`src/rtl/seg7_scan_ctrl.sv`:
```
// Four-digit multiplexed 7-segment scan controller.
// One shared hex decoder is time-sliced across digits 0..3. Every digit slot
// opens with an anode-off guard interval (BLANK) before the digit is driven
// (SHOW). New data is double-buffered and only reaches the display at a
// frame boundary, so one frame never mixes old and new digits.
module seg7_scan_ctrl #(
    parameter int unsigned CNT_DIGIT = 50000,
    parameter int unsigned CNT_BLANK = 500
) (
    input  logic        clk,
    input  logic        rst_n,
    input  logic [15:0] value_in,
    input  logic [3:0]  dp_in,
    input  logic        blank_lz,
    input  logic        load,
    output logic        load_ack,
    output logic [0:6]  seg_out,
    output logic        dp_out,
    output logic [3:0]  an_out,
    output logic        frame_tick
);

    localparam int unsigned    CW        = (CNT_DIGIT > 1) ? $clog2(CNT_DIGIT) : 1;
    localparam logic [CW-1:0]  CNT_LAST  = CW'(CNT_DIGIT - 1);
    localparam logic [CW-1:0]  BLANK_END = CW'(CNT_BLANK);

    typedef enum logic {
        BLANK = 1'b0,
        SHOW  = 1'b1
    } state_e;

    // Scan timing
    logic [CW-1:0] cnt_q, cnt_d;
    logic [1:0]    digit_q, digit_d;
    state_e        state_q, state_d;
    logic          slot_wrap;
    logic          frame_end;

    // Pending (staging) register
    logic [15:0]   pend_val_q, pend_val_d;
    logic [3:0]    pend_dp_q, pend_dp_d;
    logic          pend_lz_q, pend_lz_d;
    logic          pend_flag_q, pend_flag_d;

    // Display register
    logic [15:0]   disp_val_q, disp_val_d;
    logic [3:0]    disp_dp_q, disp_dp_d;
    logic          disp_lz_q, disp_lz_d;
    logic          commit;

    // Registered outputs
    logic          ack_q, ack_d;
    logic          tick_q, tick_d;
    logic [0:6]    seg_q, seg_d;
    logic          dp_q, dp_d;
    logic [3:0]    an_q, an_d;

    // Output decode helpers
    logic [3:0]    nibble;
    logic          z1, z2, z3;
    logic          lz_hit;

    // Active-low hex glyphs, leftmost bit is segment a.
    function automatic logic [0:6] hex7(input logic [3:0] n);
        logic [0:6] g;
        unique case (n)
            4'h0: g = 7'b0000001;
            4'h1: g = 7'b1001111;
            4'h2: g = 7'b0010010;
            4'h3: g = 7'b0000110;
            4'h4: g = 7'b1001100;
            4'h5: g = 7'b0100100;
            4'h6: g = 7'b0100000;
            4'h7: g = 7'b0001111;
            4'h8: g = 7'b0000000;
            4'h9: g = 7'b0001100;
            4'hA: g = 7'b0001000;
            4'hB: g = 7'b1100000;
            4'hC: g = 7'b0110001;
            4'hD: g = 7'b1000010;
            4'hE: g = 7'b0110000;
            default: g = 7'b0111000;
        endcase
        return g;
    endfunction

    // Prescaler, digit index and BLANK/SHOW phase for the next cycle.
    always_comb begin
        slot_wrap = (cnt_q == CNT_LAST);
        frame_end = slot_wrap && (digit_q == 2'd3);
        cnt_d     = slot_wrap ? '0 : cnt_q + CW'(1);
        digit_d   = slot_wrap ? digit_q + 2'd1 : digit_q;
        state_d   = state_q;
        unique case (state_q)
            BLANK: if (cnt_d == BLANK_END) state_d = SHOW;
            SHOW:  if (slot_wrap)          state_d = BLANK;
            default: state_d = BLANK;
        endcase
    end

    // Double buffer: commit pending data at the frame boundary; a load on that
    // same edge is staged behind the commit rather than bypassing it.
    always_comb begin
        commit      = frame_end && pend_flag_q;
        pend_val_d  = pend_val_q;
        pend_dp_d   = pend_dp_q;
        pend_lz_d   = pend_lz_q;
        pend_flag_d = pend_flag_q;
        disp_val_d  = disp_val_q;
        disp_dp_d   = disp_dp_q;
        disp_lz_d   = disp_lz_q;
        if (commit) begin
            disp_val_d  = pend_val_q;
            disp_dp_d   = pend_dp_q;
            disp_lz_d   = pend_lz_q;
            pend_flag_d = 1'b0;
        end
        if (load) begin
            pend_val_d  = value_in;
            pend_dp_d   = dp_in;
            pend_lz_d   = blank_lz;
            pend_flag_d = 1'b1;
        end
        ack_d  = commit;
        tick_d = frame_end;
    end

    // Output decode from next-cycle state so outputs flip with the phase.
    always_comb begin
        nibble = disp_val_d[{digit_d, 2'b00} +: 4];
        z3     = (disp_val_d[15:12] == 4'h0);
        z2     = z3 && (disp_val_d[11:8] == 4'h0);
        z1     = z2 && (disp_val_d[7:4] == 4'h0);
        unique case (digit_d)
            2'd0:    lz_hit = 1'b0;
            2'd1:    lz_hit = z1;
            2'd2:    lz_hit = z2;
            default: lz_hit = z3;
        endcase
        lz_hit = lz_hit && disp_lz_d;

        an_d  = '1;
        seg_d = '1;
        dp_d  = 1'b1;
        if (state_d == SHOW) begin
            an_d  = ~(4'b0001 << digit_d);
            seg_d = lz_hit ? 7'b1111111 : hex7(nibble);
            dp_d  = ~disp_dp_d[digit_d];
        end
    end

    // Scan FSM with its registered outputs.
    always_ff @(posedge clk or negedge rst_n) begin
        if (!rst_n) begin
            cnt_q   <= '0;
            digit_q <= '0;
            state_q <= BLANK;
            an_q    <= '1;
            seg_q   <= '1;
            dp_q    <= 1'b1;
            ack_q   <= 1'b0;
            tick_q  <= 1'b0;
        end else begin
            cnt_q   <= cnt_d;
            digit_q <= digit_d;
            state_q <= state_d;
            an_q    <= an_d;
            seg_q   <= seg_d;
            dp_q    <= dp_d;
            ack_q   <= ack_d;
            tick_q  <= tick_d;
        end
    end

    // Pending and display data registers.
    always_ff @(posedge clk or negedge rst_n) begin
        if (!rst_n) begin
            pend_val_q  <= '0;
            pend_dp_q   <= '0;
            pend_lz_q   <= 1'b0;
            pend_flag_q <= 1'b0;
            disp_val_q  <= '0;
            disp_dp_q   <= '0;
            disp_lz_q   <= 1'b0;
        end else begin
            pend_val_q  <= pend_val_d;
            pend_dp_q   <= pend_dp_d;
            pend_lz_q   <= pend_lz_d;
            pend_flag_q <= pend_flag_d;
            disp_val_q  <= disp_val_d;
            disp_dp_q   <= disp_dp_d;
            disp_lz_q   <= disp_lz_d;
        end
    end

    assign load_ack   = ack_q;
    assign frame_tick = tick_q;
    assign seg_out    = seg_q;
    assign dp_out     = dp_q;
    assign an_out     = an_q;

endmodule

```
`config.mk`:
```
export PLATFORM = sky130hd
export DESIGN_NAME = seg7_scan_ctrl
export DESIGN_NICKNAME = d
export VERILOG_FILES = /design/src/rtl/seg7_scan_ctrl.sv
export SDC_FILE = /design/constraint.sdc
export NUM_CORES = 1
export LEC_CHECK = 0
export CELL_PAD_IN_SITES_DETAIL_PLACEMENT = 0
export CELL_PAD_IN_SITES_GLOBAL_PLACEMENT = 1
export CORE_MARGIN = 2
export CORE_UTILIZATION = 40
export CTS_CLUSTER_DIAMETER = 60
export DETAILED_ROUTE_END_ITERATION = 16
export PLACE_DENSITY = 0.76
export SYNTH_ARGS = -nofsm -noshare
export SYNTH_HDL_FRONTEND = slang
export SYNTH_SLANG_ARGS = --single-unit
```
`constraint.sdc`:
```
create_clock -name clk -period 3.3 [get_ports clk]
set_input_delay 0.33 -clock clk [delete_from_list [all_inputs] [get_ports clk]]
set_output_delay 0.33 -clock clk [all_outputs]
set_load 0.05 [all_outputs]
```
==> impl_metrics.ini <==
[timing]
fin_crit_sh_pct = 93.1
fin_skew_ns = 0.0129
finalSetupViolCount = 0
fmax_ghz = 0.326
setup-tns-final_ns = 0
layout_min_cycle_time_ns = 3.07
hold_viol = 0
slew_viol_final = 0
tightest_slew_ns = 0.934
slew_headroom_pct = 37.7
rsz0062_at_grt = no

[placement]
hpwl_mm = 5.16
place.gp.congestion = 0.819
numPortBuffers = 37

[final_layout]
antenna_cells = 0
drive_gt1_share_pct = 27.0
layout.nets = 405
fin_util_pct = 50.0
syn2layout_area_growth_pct = 23.0

[logic_synthesis]
synth-seq-cells = 76
synthArstFlopShare_pct = 100
yosysWarnings = 0
synth_nets = 347
synth_area_leader_cell = dfrtp_1
synth_common_cells = dfrtp_1, nand2_1, mux2_2, mux2i_1, inv_1
synthFlopType = dfrtp_1
synth_cell_types = 61
synth_edf_count = 0
synth_cells = 315
syn-mean-instance-area_sq_um = 11.8
yosysSeqAreaShare_pct = 51.5
synth_area_sq_um = 3720
yosysTopAreaCellShare_pct = 43.0
yosysMostFrequentCell = dfrtp_1
netlist_top_cells_area = dfrtp_1, dfstp_2, mux2_2, mux2i_1, nand2_1

[die]
num_rows = 35
die_h_um = 100
die_area_sq_um = 10100
core_area_sq_um = 9150
io_pins = 38
die_w_um = 100
start_util_pct = 40.7

[detailed_routing]
routedWlPerCell_um = 14.7
drcViolationCount = 0
routed_wl_mm = 7.21
vias = 2538
antenna_left = 0
routed_via_density = 5.19
drt_pass1_iterations = 4
first_iter_violations = 108

[worst_setup_path]
crit_required_ns = 3.56
worstPathArrival_ns = 3.33
timing_worst_setup_path_type = register to register
crit_path_end_kind = register
critical_path.max_fanout = 6
start_kind = register

[outcome]
outcome = finished clean

[pwr]
p_per_area_nw_per_um2 = 389
ir_drop_v = 0.000262
leakage_nw = 2.12
power_mw = 1.78

[grt]
grt_pass1_vias = 2451
grt_max_degree = 77
grt.total_usage_pct = 15.9
grt_pass1_wl_mm = 12.5
grt_overflow = 0
antenna_found_initial = 0

[worst_hold_path]
hp-class = input port to async pin

[cts]
clk_pin_slew_ns = 0.08
clkSinkCount = 76
clock_latency_ns = 0.35
htreeDepth = 3
cts_made_buffers = 9
cts_buffer_depth = 2
postCtsHoldBufs = 0
cts_tree = yes
root_buffer = clkbuf_8

[run]
maxCapViolations = 0
[cells by family after synthesis]
kind of cell               count (synthesis)  synth area share [%]
AOI/OAI and AO/OA                         39                  8.37
xor gates and xnor gates                  16                  4.27
adders and majority gates                  8                  2.69
buffers and inverters                     31                  4.24
DFF                                       76                  51.5
muxes                                     48                  14.3
and+or+nand+nor                           97                  14.6
[critical path, stage by stage (launching register included)]
cell,delay (ns)
dfrtp_2,0.45
or3_4,0.36
or4_4,0.51
o21ai_4,0.20
and2_4,0.22
mux2i_1,0.21
mux2_4,0.22
inv_2,0.07
ha_4,0.27
inv_1,0.05
mux4_1,0.19
nor2_1,0.04
o31ai_1,0.20
[final cells by class]
class	instances	area (sq um)
Clock buffer	9	124
Clock inverter	7	83.8
Fill cell	830	4570
Inverter	18	75.1
Multi-Input combinational cell	208	1690
Sequential cell	76	1920
Tap cell	111	139
Timing Repair Buffer	60	553
[flip-flops by register name, indices dropped and copies added, names as in the netlist, 2 cells and up]
name        flops
disp_val_q     16
seg_out         7
pend_val_q     16
an_out          4
cnt_q          16
disp_dp_q       4
pend_dp_q       4
digit_q         2
[where the power goes]
part	switching (mW)	internal, mW
clock network	0.373	0.361
registers	0.0156	0.957
logic	0.0302	0.0468
total	0.418	1.36
[per-stage QoR]
step | setup WS, ns | hold WS (ns) | area, sq um | instances
after floorplan | 0.0195 | 0.0344 | 3760 | 315
after global placement | 0.171 | 0.469 | 4350 | 471
after detailed placement | 0.0535 | 0.470 | 4350 | 471
after CTS | 0.0197 | 0.153 | 4560 | 487
after global routing | 0.0192 | 0.193 | 4580 | 489
final | 0.229 | 0.130 | 4580 | 489
[cells in the final DEF, fill, tap and decap left out, drive strengths merged, types with 7 or more instances in the layout]
cell	count
buf	24
clkbuf	9
clkdlybuf4s50	36
dfrtp	64
dfstp	12
ha	8
inv	19
mux2	29
mux2i	18
nand2	29
nand3	7
nand4	11
nor2	16
o21ai	10
xnor2	9
xor2	7
[repair_timing]
item | in CTS | in global routing
setup buffers | 0 | 2
endpoints found under the setup margin | 0 | 6
resized for setup | 0 | 1
[layer usage]
metal	vias to the layer above	part of all wire (%)	global-route usage, %
li1	1248	-	-
met1	1229	52	23.9
met2	59	44	22.5
met3	2	3.7	3.26
met4	0	0.36	6.32
met5	-	0	0
[final timing paths]
check	slack [ns]	cells after the start	endpoint	start
min in group clk	0.49	2	disp_val_q[1]	disp_val_q[1]
worst min register to register	0.49	2	disp_val_q[1]	disp_val_q[1]
worst max register to register	0.23	12	seg_out[3]	cnt_q[11]
max in group asynchronous	2.54	1	cnt_q[11]	rst_n
worst max-delay path	0.23	12	seg_out[3]	cnt_q[11]
worst min-delay path	0.13	1	cnt_q[14]	rst_n
(Power assumes the default switching activity.)
